--- src/rtl/bch_chien_search_ctrl.sv ---
// rtl/bch_chien_search_ctrl.sv - Chien search sequencer for a GF(2^13) BCH decoder
//
// Steps T constant-multiplier lanes once per clock to evaluate sigma(alpha^-p)
// for p = 0..N-1 and reports every root position.
//
// Ports:
//   i_clk        clock, rising edge
//   i_rst        asynchronous active-high reset
//   i_start      single-cycle search request, accepted only while idle
//   i_sigma      sigma_j at bits [j*M +: M], sigma_0 at the LSBs
//   i_deg        degree of sigma reported by the solver
//   o_busy       high from LOAD through FINISH
//   o_err_valid  one-cycle pulse, o_err_pos holds a root position
//   o_err_pos    root position p
//   o_err_cnt    roots found in the current search, saturating at 15
//   o_done       one-cycle end-of-search pulse
//   o_fail       root count differs from i_deg, held until the next search

module bch_chien_search_ctrl #(
    parameter int T = 8,
    parameter int N = 8191,
    parameter int M = 13
) (
    input  logic               i_clk,
    input  logic               i_rst,
    input  logic               i_start,
    input  logic [(T+1)*M-1:0] i_sigma,
    input  logic [3:0]         i_deg,
    output logic               o_busy,
    output logic               o_err_valid,
    output logic [M-1:0]       o_err_pos,
    output logic [3:0]         o_err_cnt,
    output logic               o_done,
    output logic               o_fail
);

    // x^13 + x^4 + x^3 + x + 1, including the x^M term
    localparam logic [M:0]   PRIM     = (M+1)'(14'h201B);
    localparam logic [M-1:0] LAST_POS = M'(N - 1);

    typedef enum logic [1:0] {
        S_IDLE,
        S_LOAD,
        S_EVAL,
        S_FINISH
    } state_t;

    // Multiply by alpha: shift left and fold the overflow back through PRIM.
    function automatic logic [M-1:0] gf_xtime(input logic [M-1:0] a);
        logic [M-1:0] res;
        res = {a[M-2:0], 1'b0};
        if (a[M-1]) begin
            res = res ^ PRIM[M-1:0];
        end
        return res;
    endfunction

    // General GF(2^M) multiply; with a constant operand it reduces to an XOR network.
    function automatic logic [M-1:0] gf_mul(input logic [M-1:0] a, input logic [M-1:0] b);
        logic [M-1:0] acc;
        acc = '0;
        for (int i = M - 1; i >= 0; i--) begin
            acc = gf_xtime(acc);
            if (b[i]) begin
                acc = acc ^ a;
            end
        end
        return acc;
    endfunction

    // alpha^-e built by repeated division by alpha. Odd values are divisible
    // only after adding PRIM (whose constant term is 1), which also restores
    // the top bit from the x^M term.
    function automatic logic [M-1:0] alpha_inv_pow(input int e);
        logic [M-1:0] x;
        logic [M:0]   tmp;
        x = M'(1);
        for (int i = 0; i < e; i++) begin
            tmp = {1'b0, x} ^ (x[0] ? PRIM : '0);
            x   = tmp[M:1];
        end
        return x;
    endfunction

    state_t r_state;
    state_t w_next_state;

    logic [(T+1)*M-1:0] r_sigma;
    logic [3:0]         r_deg;
    logic [M-1:0]       r_s0;
    logic [M-1:0]       r_lane [1:T];
    logic [M-1:0]       w_lane_next [1:T];
    logic [M-1:0]       r_pos;
    logic               r_err_valid;
    logic [M-1:0]       r_err_pos;
    logic [3:0]         r_err_cnt;
    logic               r_fail;

    logic [M-1:0]       w_sum;
    logic               w_root;
    logic               w_last;
    logic [3:0]         w_cnt_next;

    // Lane j advances by alpha^-j per position, so after p steps it holds
    // sigma_j * alpha^(-j*p).
    for (genvar j = 1; j <= T; j++) begin : g_lane
        localparam logic [M-1:0] C_STEP = alpha_inv_pow(j);
        assign w_lane_next[j] = gf_mul(r_lane[j], C_STEP);
    end

    always_comb begin
        w_sum = r_s0;
        for (int j = 1; j <= T; j++) begin
            w_sum = w_sum ^ r_lane[j];
        end
    end

    assign w_root     = (r_state == S_EVAL) && (w_sum == '0);
    assign w_last     = (r_pos == LAST_POS);
    assign w_cnt_next = (w_root && (r_err_cnt != 4'hF)) ? r_err_cnt + 4'd1 : r_err_cnt;

    always_ff @(posedge i_clk or posedge i_rst) begin
        if (i_rst) begin
            r_state <= S_IDLE;
        end else begin
            r_state <= w_next_state;
        end
    end

    always_comb begin
        w_next_state = r_state;
        case (r_state)
            S_IDLE:   if (i_start) w_next_state = S_LOAD;
            S_LOAD:   w_next_state = S_EVAL;
            S_EVAL:   if (w_last) w_next_state = S_FINISH;
            S_FINISH: w_next_state = S_IDLE;
            default:  w_next_state = S_IDLE;
        endcase
    end

    always_ff @(posedge i_clk or posedge i_rst) begin
        if (i_rst) begin
            r_sigma     <= '0;
            r_deg       <= '0;
            r_s0        <= '0;
            r_pos       <= '0;
            r_err_valid <= 1'b0;
            r_err_pos   <= '0;
            r_err_cnt   <= '0;
            r_fail      <= 1'b0;
            for (int j = 1; j <= T; j++) begin
                r_lane[j] <= '0;
            end
        end else begin
            r_err_valid <= 1'b0;
            case (r_state)
                S_IDLE: begin
                    if (i_start) begin
                        r_sigma <= i_sigma;
                        r_deg   <= i_deg;
                    end
                end
                S_LOAD: begin
                    r_s0      <= r_sigma[M-1:0];
                    r_pos     <= '0;
                    r_err_cnt <= '0;
                    r_fail    <= 1'b0;
                    for (int j = 1; j <= T; j++) begin
                        r_lane[j] <= r_sigma[j*M +: M];
                    end
                end
                S_EVAL: begin
                    for (int j = 1; j <= T; j++) begin
                        r_lane[j] <= w_lane_next[j];
                    end
                    if (!w_last) begin
                        r_pos <= r_pos + 1'b1;
                    end
                    r_err_valid <= w_root;
                    if (w_root) begin
                        r_err_pos <= r_pos;
                    end
                    r_err_cnt <= w_cnt_next;
                    // Uses the updated count so a root at the last position is included.
                    if (w_last) begin
                        r_fail <= (w_cnt_next != r_deg);
                    end
                end
                default: begin
                end
            endcase
        end
    end

    assign o_busy      = (r_state != S_IDLE);
    assign o_done      = (r_state == S_FINISH);
    assign o_err_valid = r_err_valid;
    assign o_err_pos   = r_err_pos;
    assign o_err_cnt   = r_err_cnt;
    assign o_fail      = r_fail;

endmodule

--- config.mk ---
export PLATFORM = sky130hd
export DESIGN_NAME = bch_chien_search_ctrl
export DESIGN_NICKNAME = d
export VERILOG_FILES = /design/src/rtl/bch_chien_search_ctrl.sv
export SDC_FILE = /design/constraint.sdc
export NUM_CORES = 1
export LEC_CHECK = 0
export BUFFER_PORTS_ARGS = -buffer_cell sky130_fd_sc_hd__buf_2
export CAP_MARGIN = 15
export CORE_MARGIN = 5
export CORE_UTILIZATION = 24
export CTS_CLUSTER_SIZE = 20
export DETAILED_ROUTE_END_ITERATION = 7
export SYNTH_ARGS = -nofsm -noshare
export SYNTH_HDL_FRONTEND = slang
export SYNTH_SLANG_ARGS = --single-unit
--- constraint.sdc ---
create_clock -name i_clk -period 9.6 [get_ports i_clk]
set_input_delay 2.4 -clock i_clk [delete_from_list [all_inputs] [get_ports i_clk]]
set_output_delay 2.4 -clock i_clk [all_outputs]
set_load 0.02 [all_outputs]
# Yosys cells after proc, flatten, opt, wreduce, memory -nomap -nowiden
# Cells that the tools add are included.
[totals] register_bits=272 in_bits=124 output_inout_bits=21
[op_classes] n_addsub=2 eq_ne=9 muxes=101 n_bitwise=130 n_reduce_logical=11
[ops] cell="bitwise XOR 13 bit" n=40
[ops] cell="two-way mux 5 bit" n=90
[ops] cell="NOT 4 bit" n=90
[ops] cell="one-hot mux 104 bit (2 select lines)" n=1
[ops] cell="one-hot mux 13 bit (2 select lines)" n=1
[ops] cell="adder 13 x 1 -> 13 bit (second input constant)" n=1
[ops] cell="equality test 13 bit (second input constant)" n=1
[ops] cell="logical NOT 13 bit" n=1
[ops] cell="two-way mux 13 bit" n=1
[ops] cell="AND reduction 2 bit" n=5
[ops] cell="one-hot mux 2 bit (4 select lines)" n=1
[ops] cell="one-hot mux 4 bit (2 select lines)" n=1
[ops] cell="!= test 2 bit (second input constant)" n=3
[ops] cell="adder 4 x 1 -> 4 bit (second input constant)" n=1
[ops] cell="equality test 2 bit (second input constant)" n=2
[ops] cell="two-way mux 2 bit" n=2
[ops] cell="two-way mux 4 bit" n=1
[ops] cell="!= test 4 bit" n=1
[ops] cell="!= test 4 bit (second input constant)" n=1
[ops] cell="nonzero test 2 bit" n=2
[ops] cell="equality test 2 x 1 -> 1 bit (second input constant)" n=1
[ops] cell="logical AND 1 bit" n=2
[ops] cell="logical NOT 2 bit" n=1
[ops] cell="two-way mux 1 bit" n=2
[ops] cell="one-hot mux 1 bit (2 select lines)" n=1

# Logic depth before layout (Yosys ltp)
[logic_depth] depth_word=32 depth_mapped=10

# Worst setup path before layout
# No wires, ideal clock.
[synth_timing] path_type="input -> register" from="input i_start" to="register r_deg[0]" setup_time_ns=0.125 t_arrival_ns=3.478 required_ns=9.475 path_slack_ns=5.997 cell_stages=4 path_buffers=2 cell_sequence="nand2_1 clkbuf_1 clkbuf_1 mux2_2"
[synth_via] elab_chain_cells=1
[synth_lines] element="from (decl)" line_no="26" text="input logic i_start,"
[synth_lines] element="AND reduction 2 bit (no line)"
[synth_lines] element="to (signal assigned)" line_no="160" text="r_deg <= i_deg;"
[synth_lines] element="to (decl)" line_no="89" text="logic [3:0] r_deg;"
# Every way passes these cells.
# A chain may end at the register's enable or synchronous reset.

# Worst setup path in the final report
[layout_timing] from="register r_state[0]" to="output o_busy"
[layout_via] elab_chain_cells=1
[layout_lines] element="from (decl)" line_no="85" text="state_t r_state;"
[layout_lines] element="from (signal assigned)" line_no="126" text="r_state <= w_next_state;"
[layout_lines] element="nonzero test 2 bit" line_no="195" text="assign o_busy = (r_state != S_IDLE);"
[layout_lines] element="to (decl)" line_no="29" text="output logic o_busy,"
# Every way passes these cells.

==> results by group <==
Logic synthesis
  • Commonest cells in the synthesized netlist: dfrtp_1 (272), mux2_2 (166), xnor2_1 (139)
  • Synthesized instance count: approximately 1.2k
  • Mean Syn Cell Area: 11.6 um^2
  • Asr flop ratio synth: 100%
  • Netlist Area Pre-Place: 0.0134 mm^2
  • Post-synth top flop: dfrtp_1
  • Seq/Total Area, Yosys: 50.7%
  • Area contributors post-synth: dfrtp_1 (51%), mux2_2 (14%), xnor2_1 (9.1%)
  • Yosys top cell area share: a little over 50%
  • Yosys warning count: 0
  • Yosys top cell by area: dfrtp_1
  • Dominant cell by count in the synthesized netlist: dfrtp_1
  • Mapped Nets: about 1.3k
  • Post-synth cell types: 41
  • Number of synthesized flops with an enable pin: 0
  • Seq cells post-synth: 272

STA
  • Final worst setup slack: 5.62 ns
  • Highest clock rate: approximately 0.25 GHz
  • Least-Margin Pin Slew: 1.05 ns
  • Post-layout minimum cycle time: 3.98 ns
  • Setup TNS: 0 ns
  • Rel. slew slack: 30.0%
  • Final Hold Fails: 0
  • Crit share post-route: 41.4%
  • Pins Over Slew Limit: 0
  • Worst Skew: 0.0182 ns
  • Final setup vio count: 0
  • Unrepaired setup endpoints after global routing: false

Detailed routing
  • ANT nets after route: 0
  • Met2 Routed Length: about 15 mm
  • Drt via density: between 4 and 5
  • Top routing layer in use: met4
  • Routed wire length: 34.5 mm
  • WL met1: 16.5 mm
  • Pre-antenna DRT Iters: 5
  • DR vias: 8698
  • WL/cell: around 17 um
  • DR WL met3: between 1.5 and 2 mm
  • Starting DRT DRC Count: 625
  • # DRC: 0

Die
  • Num ports: 145
  • Num rows: 86
  • Core Region: 0.0553 mm^2
  • Die Footprint: 0.0608 mm^2
  • Starting Density: 24.3%
  • Die H: about 250 um
  • Die width: 247 um

Critical path
  • Worst Path Arrival: ~1.6 ns
  • CP max stage delay: 0.42 ns
  • Crit path capture type: primary output
  • CP startpoint kind: flip-flop
  • Critical path class: flip-flop to primary output
  • Buffers plus inverters on the worst setup path: 3
  • Critical Path RT: between 7 and 8 ns
  • Crit path max fanout: 4
  • Cells along the critical path: inv_1, ha_4, inv_1, buf_2
  • Worst path slowest cell: dfrtp_1
  • Critical path's top delay family: buffers and inverters
  • Crit-path most repeated cell: inv_1

Clocking
  • Clock latency at the later pin of the worst-skew pair: between 0.5 and 0.6 ns
  • Setup Buffers After CTS: 0
  • # resized after CTS: 0
  • H-Tree Depth: 1
  • Clock buffer count from CTS: 31
  • CTS Buffer Depth: 3
  • CTS tree: yes
  • Clk pin slew, worst setup/hold paths: 0.06 ns
  • Hold buffer count at cts: 0
  • Clock sinks: 272
  • Clock root cell: clkbuf_16

Cells and area
  • Final nets: 1389
  • # fillers: roughly 5.7k
  • Post-layout util: 28.7%
  • Area grow syn2layout: 18.3%
  • Share of cells above drive strength 1: 29.5%

Power
  • Lkg Pwr: 6.66 nW
  • VDD IR-drop max: 0.000296 V
  • PwrDens: 442 mW/mm^2

Global routing
  • First-pass GRT wire length: 53.1 mm
  • GRT Overall Usage: between 10 and 15%
  • Largest net degree at the start of global routing: about 180
  • Grt ovf: 0
  • Antenna violations before repair: 4
  • Vias in the first global route: 8845

Place
  • Gpl congestion: 0.774
  • PortBufs: between 100 and 150
  • Post-DP HPWL: 25.3 mm
  • Setup Slack @ Placement: between 5 and 6 ns

Flow run
  • Max Cap Violations: 0

Run status
  • Status: finished clean

Hold path
  • Hold crit path type: flip-flop to flip-flop
-- metrics by stage --
step,area (um^2),cells,power (mW),hold WS (ns)
final,15900,2032,7.03,0.501
after global routing,15900,2029,7.56,0.523
after global placement,14900,1972,5.81,0.484
after floorplan,13400,1154,5.10,0.461
after detailed placement,14900,1972,5.91,0.492
after CTS,15900,2029,7.13,0.499
-- worst paths after layout --
check                                             start                       end  slack (ns)  cells after the start
max in group asynchronous                         i_rst    r_lane[37]$_DFFE_PP0P_        6.30                      3
worst max register to register   r_state[0]$_DFFE_PP0P_     r_pos[11]$_DFFE_PP0P_        6.23                      8
min in group asynchronous                         i_rst  o_err_pos[4]$_DFFE_PP0P_        1.94                      2
worst max-delay path             r_state[0]$_DFFE_PP0P_                    o_busy        5.62                      4
worst min-delay path            r_sigma[11]$_DFFE_PP0P_      r_s0[11]$_DFFE_PP0P_        0.50                      1
worst min register to register  r_sigma[11]$_DFFE_PP0P_      r_s0[11]$_DFFE_PP0P_        0.50                      1
-- layout by cell type (no fill, tap or decap), drive strengths merged, types with 2 or more instances in the layout --
cell type,netlist,final
ha,8,8
xor2,39,39
o21ai,19,19
inv,11,11
xnor3,13,13
clkbuf,52,44
a31oi,7,7
nor4,5,5
nand2b,8,8
mux2,166,166
a22oi,3,3
mux2i,71,71
xnor2,140,140
nand2,40,40
nor2,110,110
a21oi,111,111
nor3,3,3
diode,0,3
dfrtp,272,272
nand4bb,2,2
clkinv,0,8
clkinvlp,0,3
o22ai,7,7
o31ai,3,3
nand3,14,14
buf,30,152
bufinv,0,2
nand4,7,7
-- flip-flops by register name, summed over array words and instances (netlist names) --
| register | count |
|---|---|
| r_deg | 4 |
| o_err_valid | 1 |
| r_sigma | 117 |
| o_err_pos | 13 |
| r_lane | 104 |
| r_s0 | 13 |
| o_fail | 1 |
| o_err_cnt | 4 |
| r_pos | 13 |
| r_state | 2 |
-- final cells by class --
| cell class | instances | area [um^2] | share of cell area [%] |
|---|---|---|---|
| Clock inverter | 13 | 128 | 0.803 |
| Timing Repair Buffer | 152 | 793 | 4.99 |
| Inverter | 11 | 45.0 | 0.283 |
| Sequential cell | 272 | 6810 | 42.8 |
| Clock buffer | 44 | 905 | 5.69 |
| Multi-Input combinational cell | 789 | 6270 | 39.5 |
| Tap cell | 748 | 936 | 5.89 |
| Antenna cell | 3 | 7.51 | 0.0472 |
-- kinds of logic (layout without fill, tap and decap cells) --
group	Yosys count	count (layout)	share of synthesized area (%)
compound gates	158	158	6.33
other cells	0	3	0
fa+ha+maj	8	8	0.745
mux	237	237	19.2
buf+inv	93	220	2.92
flops	272	272	50.7
simple gates	194	194	6.21
xor+xnor	192	192	13.9
-- where the power goes --
group | leakage (nW) | switching (mW) | internal [mW]
clock | 0.510 | 0.484 | 0.707
combinational | 2.92 | 1.72 | 1.85
sequential | 3.23 | 0.548 | 1.71
total | 6.66 | 2.76 | 4.27
-- routing by layer --
layer	global-route usage, %	vias to the layer above
met4	2.51	0
met1	16.0	4334
met5	0	-
met2	17.2	158
li1	-	4155
met3	2.33	51
-- worst reg2reg max path, cell delays in order (launching register included) --
cell and delay (ns):
dfrtp_1 0.42, inv_1 0.20, ha_4 0.58, buf_4 0.75, nand2b_1 0.48, nor4_1 0.46
nand4_1 0.17, xor2_1 0.16, nor2_1 0.05
Note: power is estimated with default switching activity, not from simulation.
